$ cat config.mk
export PLATFORM = sky130hd
export DESIGN_NAME = de0_nano_soc_baseline
export DESIGN_NICKNAME = d
export VERILOG_FILES = /design/src/rtl/de0_baseline_pkg.sv /design/src/rtl/key_conditioner.sv /design/src/rtl/de0_nano_soc_baseline.sv
export SDC_FILE = /design/constraint.sdc
export NUM_CORES = 1
export LEC_CHECK = 0
export BUFFER_PORTS_ARGS = -buffer_cell sky130_fd_sc_hd__buf_2
export CAP_MARGIN = 0
export CORE_MARGIN = 3
export CORE_UTILIZATION = 40
export CTS_CLUSTER_DIAMETER = 150
export DETAILED_ROUTE_END_ITERATION = 10
export PLACE_DENSITY = 0.63
export SLEW_MARGIN = 20
export SYNTH_ARGS = -nofsm -noshare
export SYNTH_HDL_FRONTEND = slang
export SYNTH_SLANG_ARGS = --single-unit
$ cat constraint.sdc
create_clock -name clk -period 2.3 [get_ports clk]
set_clock_uncertainty 0.15 [all_clocks]
set_input_delay 0.46 -clock clk [delete_from_list [all_inputs] [get_ports clk]]
set_output_delay 0.46 -clock clk [all_outputs]
set_load 0.02 [all_outputs]
$ cat src/rtl/de0_baseline_pkg.sv
// Shared constants for the DE0-Nano-SoC push-button counter baseline.
package de0_baseline_pkg;

    // Bit positions of the two push-buttons inside the keys bus
    localparam int unsigned KEY_CLR = 0;
    localparam int unsigned KEY_INC = 1;

    // Default build parameters
    localparam int unsigned DEF_WIDTH           = 8;
    localparam int unsigned DEF_SYNC_STAGES     = 2;
    localparam int unsigned DEF_DEBOUNCE_CYCLES = 2;

endpackage : de0_baseline_pkg

$ cat src/rtl/key_conditioner.sv
// Conditions one asynchronous push-button: synchronizer, debounce filter
// and rising-edge detector producing a single-cycle press pulse.
module key_conditioner #(
    parameter int unsigned SYNC_STAGES     = 2,
    parameter int unsigned DEBOUNCE_CYCLES = 2
) (
    input  logic clk,
    input  logic rst_n,
    input  logic key_in,
    output logic level,
    output logic rise
);

    localparam int unsigned CW = $clog2(DEBOUNCE_CYCLES + 1);

    logic [SYNC_STAGES-1:0] sync;
    logic                   synced;
    logic [CW-1:0]          stable_cnt;
    logic                   level_d;

    assign synced = sync[SYNC_STAGES-1];

    // Multi-flop synchronizer; sync[0] is the metastability-capture stage
    always_ff @(posedge clk) begin
        if (!rst_n) begin
            sync <= '0;
        end else begin
            sync <= {sync[SYNC_STAGES-2:0], key_in};
        end
    end

    // Accept a new level only after it has differed from the accepted one
    // for DEBOUNCE_CYCLES consecutive cycles; any reversion restarts the run
    always_ff @(posedge clk) begin
        if (!rst_n) begin
            level      <= 1'b0;
            stable_cnt <= '0;
        end else if (synced == level) begin
            stable_cnt <= '0;
        end else if (stable_cnt == CW'(DEBOUNCE_CYCLES - 1)) begin
            level      <= synced;
            stable_cnt <= '0;
        end else begin
            stable_cnt <= stable_cnt + CW'(1);
        end
    end

    // Remember the previous accepted level for press-edge detection
    always_ff @(posedge clk) begin
        if (!rst_n) begin
            level_d <= 1'b0;
        end else begin
            level_d <= level;
        end
    end

    // Pulse only on an accepted press; releases produce nothing
    assign rise = level & ~level_d;

endmodule : key_conditioner

$ cat src/rtl/de0_nano_soc_baseline.sv
// Board baseline: counts debounced push-button presses and shows the
// count on the LEDs. keys[0] clears, keys[1] increments; clear has priority.
module de0_nano_soc_baseline
    import de0_baseline_pkg::*;
#(
    parameter int unsigned WIDTH           = DEF_WIDTH,
    parameter int unsigned SYNC_STAGES     = DEF_SYNC_STAGES,
    parameter int unsigned DEBOUNCE_CYCLES = DEF_DEBOUNCE_CYCLES
) (
    input  logic             clk,
    input  logic             rst_n,
    input  logic [1:0]       keys,
    output logic [WIDTH-1:0] leds
);

    // Accepted key levels are not needed by the counter, only the press pulses
    logic [1:0]       levels_unused;
    logic [1:0]       rise;
    logic [WIDTH-1:0] count;

    key_conditioner #(
        .SYNC_STAGES     (SYNC_STAGES),
        .DEBOUNCE_CYCLES (DEBOUNCE_CYCLES)
    ) u_key_clr (
        .clk    (clk),
        .rst_n  (rst_n),
        .key_in (keys[KEY_CLR]),
        .level  (levels_unused[KEY_CLR]),
        .rise   (rise[KEY_CLR])
    );

    key_conditioner #(
        .SYNC_STAGES     (SYNC_STAGES),
        .DEBOUNCE_CYCLES (DEBOUNCE_CYCLES)
    ) u_key_inc (
        .clk    (clk),
        .rst_n  (rst_n),
        .key_in (keys[KEY_INC]),
        .level  (levels_unused[KEY_INC]),
        .rise   (rise[KEY_INC])
    );

    // Press counter: clear beats increment, increment wraps modulo 2^WIDTH
    always_ff @(posedge clk) begin
        if (!rst_n) begin
            count <= '0;
        end else if (rise[KEY_CLR]) begin
            count <= '0;
        end else if (rise[KEY_INC]) begin
            count <= count + WIDTH'(1);
        end
    end

    assign leds = count;

endmodule : de0_nano_soc_baseline

; Word level (Yosys, flattened, before mapping)
; Cells that the tools add are included.
[classes]
n_addsub = 3
eq_ne = 4
bitwise = 7
n_reduce_logical = 5
[op_table]
columns = operator, n
row1 = "8-bit by 1-bit adder with 8-bit output, second input constant", 1
row2 = 3-bit OR reduction, 2
row3 = 1-bit NOT, 5
row4 = "2-bit by 1-bit adder with 2-bit output, second input constant", 2
row5 = "2-bit by 1-bit equality test with 1-bit output, second input constant", 2
row6 = 2-bit AND reduction, 2
row7 = 1-bit AND, 2
row8 = 1-bit equality test, 2
row9 = 2-bit OR reduction, 1
[totals]
reg_bits = 20
input_bits = 4
out_inout_bits = 8
elab_cells = 28

; Longest topological paths before layout
[depth]
word_depth = 3
ltp_mapped = 4
ltp_nobuf = 4

; Cells and area by module
; A second synthesis with hierarchy kept.
[hier_totals]
cells_unflattened = 72
area_unflattened_um2 = 749.5
[by_module_without_submodules]
columns = module, instances, cells_per_inst, area_each_um2, seq_area_each_um2
row1 = key_conditioner, 2, 17, 205.2, 120.1
row2 = de0_nano_soc_baseline, 1, 38, 339.1, 160.2

; Worst setup path after synthesis
; No wires, ideal clock.
[synth_timing]
kind = register to register
from = register count[0] (netlist: leds[0])
to = register count[6] (netlist: leds[6])
setup_time_ns = 0.071
arrival_time_ns = 1.365
required_ns = 2.079
setup_slack_ns = 0.713
stages_incl_launch_ff = 5
path_buffers = 0
period_less_slack_ns = 1.587
path_cell_list = dfxtp_1 > ha_1 > inv_1 > or4_1 > a21oi_1
[synth_between]
elab_chain_len = 1
[synth_rtl]
columns = element, line_no
row1 = "start, declared", de0_nano_soc_baseline.sv:19  ; logic [WIDTH-1:0] count;
row2 = "start signal, assigned", de0_nano_soc_baseline.sv:50  ; count <= count + WIDTH'(1);
row3 = 8-bit by 1-bit adder with 8-bit output, de0_nano_soc_baseline.sv:50
; Every way passes these cells.
; A chain may end at the register's enable or synchronous reset.

; Worst setup path after layout
[layout_timing]
from = register count[2] (netlist: leds[2])
to = output leds[2]
[layout_lines]
columns = element, line_no
row1 = "end, declared", de0_nano_soc_baseline.sv:13  ; output logic [WIDTH-1:0] leds
; No word-level cell between the ends.

==> metrics.txt <==
Clock Pin Slew Worst Setup and Hold Paths=0.10 ns; VDD IR max=~0.45 mV; outcome=complete, no violations; Setup Buffers After CTS=0; Worst slew margin=between 60% and 70%; CP endpoint kind=output pin; fin crit period=1.57 ns; Final Cell Area=a little under 900 um^2; LEAKAGE=0.000395 uW; critical path class=flip-flop to output pin; Total GRT Usage=between 10% and 20%; Power Total=approximately 570 uW; CTS tree=yes; Overflow after GRT=0; Die Y-Extent=50.0 um; die width=50.0 um; largest net degree at the start of global routing=12; max cap viols=0; Bufs on Longest Clock Path=2; fin util=between 50% and 60%; number of global-route vias before repair=just over 500; post-CTS resize count=0; layout cell share with drive strength beyond 1=roughly a fifth; pwr dens=634 nW/um^2; synthesized area per cell=slightly above 10 um^2; flops & latches, synth=20; sequential share of the synthesized area=between 50% and 60%; Syn-to-layout area delta=15.3%; Final period util=68.4%; Final Setup Violations=0; die area=approximately 2500 um^2; Buf+Inv Stages, Crit Path=1; achievable frequency=~640 MHz; Hold EP=u_key_inc.sync[0]; fillers=171; Clk Latency, worst-skew pair=roughly 0.29 ns; Root Buffer=clkbuf_4; Worst Max-Slew Pin Slew=approximately 0.57 ns; Critical Path RT=1.69 ns; routed via count=551; crit-path leading delay family=flip-flops; number of synthesis warnings=0; number of DRC markers in iteration 0=4; RSZ-0062 raised after global routing=no; Hold Crit Start=keys[1]; Antenna diodes=0; Worst R2R End=leds[6]; slowest CP cell=dfxtp_1; CP startpoint=leds[2]; Worst Hold Class=input port to flip-flop; drt wl/cell=between 9 and 10 um; io pins=12; CTS buffer count=3; Synth Cell Area=776 um^2; Residual DRC=0; Reg2Reg Launch Point=leds[0]; dpl cell area=approximately 860 um^2; Synth Instances=77; Core Region=roughly 1800 um^2; final-stage net count=99; Initial Utilization=between 40% and 50%; Max Transition Viols Final=0; hold buffers post-CTS=0; post-synth cell types=24; CP max FO=5; Synthesized Nets=84; first-pass GRT wire length=2.08 mm; Clock Sinks=20; Hold Path Cell Cnt=2; GPL Wtd Cong=between 0.7 and 0.8; Reg2Reg Depth=4; Post-DP HPWL=833 um; CP Cell Sequence=buf_2; DR pass1 iterations=2; Max stage delay on crit path=around 0.46 ns; Routed WL=roughly 1.1 mm; via/cell ratio=4.75; final hold viol count=0; Buffers on Ports=11; initial antenna violation count=0; Crit. path cell count=1; H-Tree Level Count=1; FP Rows=15; remaining antenna violation count=0; setup_tns=0 ns; Reg2Reg Setup Slack=approximately 0.76 ns; arrival time at the worst endpoint=approximately 0.96 ns; Setup crit start kind=flip-flop
[layout make-up]
cell class,count,area [um^2],area share [%]
clock buffer,4,36.3,4.06
inverter,5,18.8,2.10
tap,25,31.3,3.50
timing repair buffer,11,55.1,6.15
multi-input combinational,51,353,39.4
sequential,20,400,44.8
[power by group]
| group | switching [uW] | internal, uW |
|---|---|---|
| Sequential | 2.50 | 351 |
| Clock | 101 | 96.5 |
| Combinational | 8.07 | 7.53 |
| Total | 112 | 455 |
[how the worst max path moves through the flow]
stage	end	slack [ns]
detailed placement	leds[6]	0.77
floorplan	leds[6]	0.71
CTS	leds[2]	0.71
finish	leds[2]	0.73
global placement	leds[6]	0.83
global route	leds[6]	0.63
[flip-flops by register name (all words and copies together), names as in the netlist]
signal                cells
leds                      8
u_key_clr.level           1
u_key_clr.level_d         1
u_key_clr.stable_cnt      2
u_key_clr.sync            2
u_key_inc.level           1
u_key_inc.level_d         1
u_key_inc.stable_cnt      2
u_key_inc.sync            2
[cell families after synthesis]
| group | after synthesis | synth area share, % |
|---|---|---|
| AO/OA/AOI/OAI | 11 | 8.06 |
| flip-flops | 20 | 51.6 |
| XOR/XNOR | 4 | 4.52 |
| multiplexers | 3 | 3.87 |
| adder cells (fa/ha/maj) | 3 | 4.84 |
| AND/OR/NAND/NOR | 30 | 24.2 |
| buffers and inverters | 6 | 2.90 |
[through the flow]
step / worst slack, ns / hold slack, ns / cells
after floorplan: 0.713 / 0.248 / 77
after CTS: 0.710 / 0.199 / 116
final: 0.728 / 0.212 / 116
after detailed placement: 0.766 / 0.261 / 112
after global placement: 0.830 / 0.257 / 112
after global routing: 0.631 / 0.202 / 116
[synthesized netlist by cell type]
| library cell | n | area, um^2 |
|---|---|---|
| or3_1 | 1 | 6.26 |
| ha_1 | 3 | 37.5 |
| nor2_1 | 7 | 26.3 |
| o31ai_1 | 2 | 15.0 |
| clkbuf_1 | 1 | 3.75 |
| a21o_1 | 1 | 7.51 |
| dfxtp_1 | 20 | 400 |
| nand3b_1 | 3 | 22.5 |
| mux2i_1 | 3 | 30.0 |
| o21ai_0 | 2 | 10.0 |
| nor2b_1 | 3 | 18.8 |
| nand4b_4 | 1 | 23.8 |
| xor2_1 | 3 | 26.3 |
| a21oi_1 | 5 | 25.0 |
| and3_1 | 1 | 6.26 |
| o21ai_1 | 1 | 5.00 |
| nand2_1 | 2 | 7.51 |
| or3_2 | 1 | 7.51 |
| or4_1 | 2 | 15.0 |
| nand3_1 | 3 | 15.0 |
| and2_2 | 1 | 7.51 |
| inv_1 | 5 | 18.8 |
| and2_1 | 5 | 31.3 |
| xnor2_1 | 1 | 8.76 |
[per-layer routing]
layer / global-route usage [%] / part of all wire, %
met5: 0 / 0
met4: 4.15 / 1.5
met3: 5.44 / 6.2
met2: 18.3 / 44
met1: 11.6 / 48
[cells in the final DEF, fill, tap and decap left out, drive strengths merged, types with 4 or more instances in the layout]
| cell | Yosys | routed |
|---|---|---|
| and2 | 6 | 6 |
| buf | 0 | 11 |
| dfxtp | 20 | 20 |
| clkbuf | 1 | 4 |
| inv | 5 | 5 |
| a21oi | 5 | 5 |
| nor2 | 7 | 7 |
No activity file was read; power rests on OpenSTA's default activity.
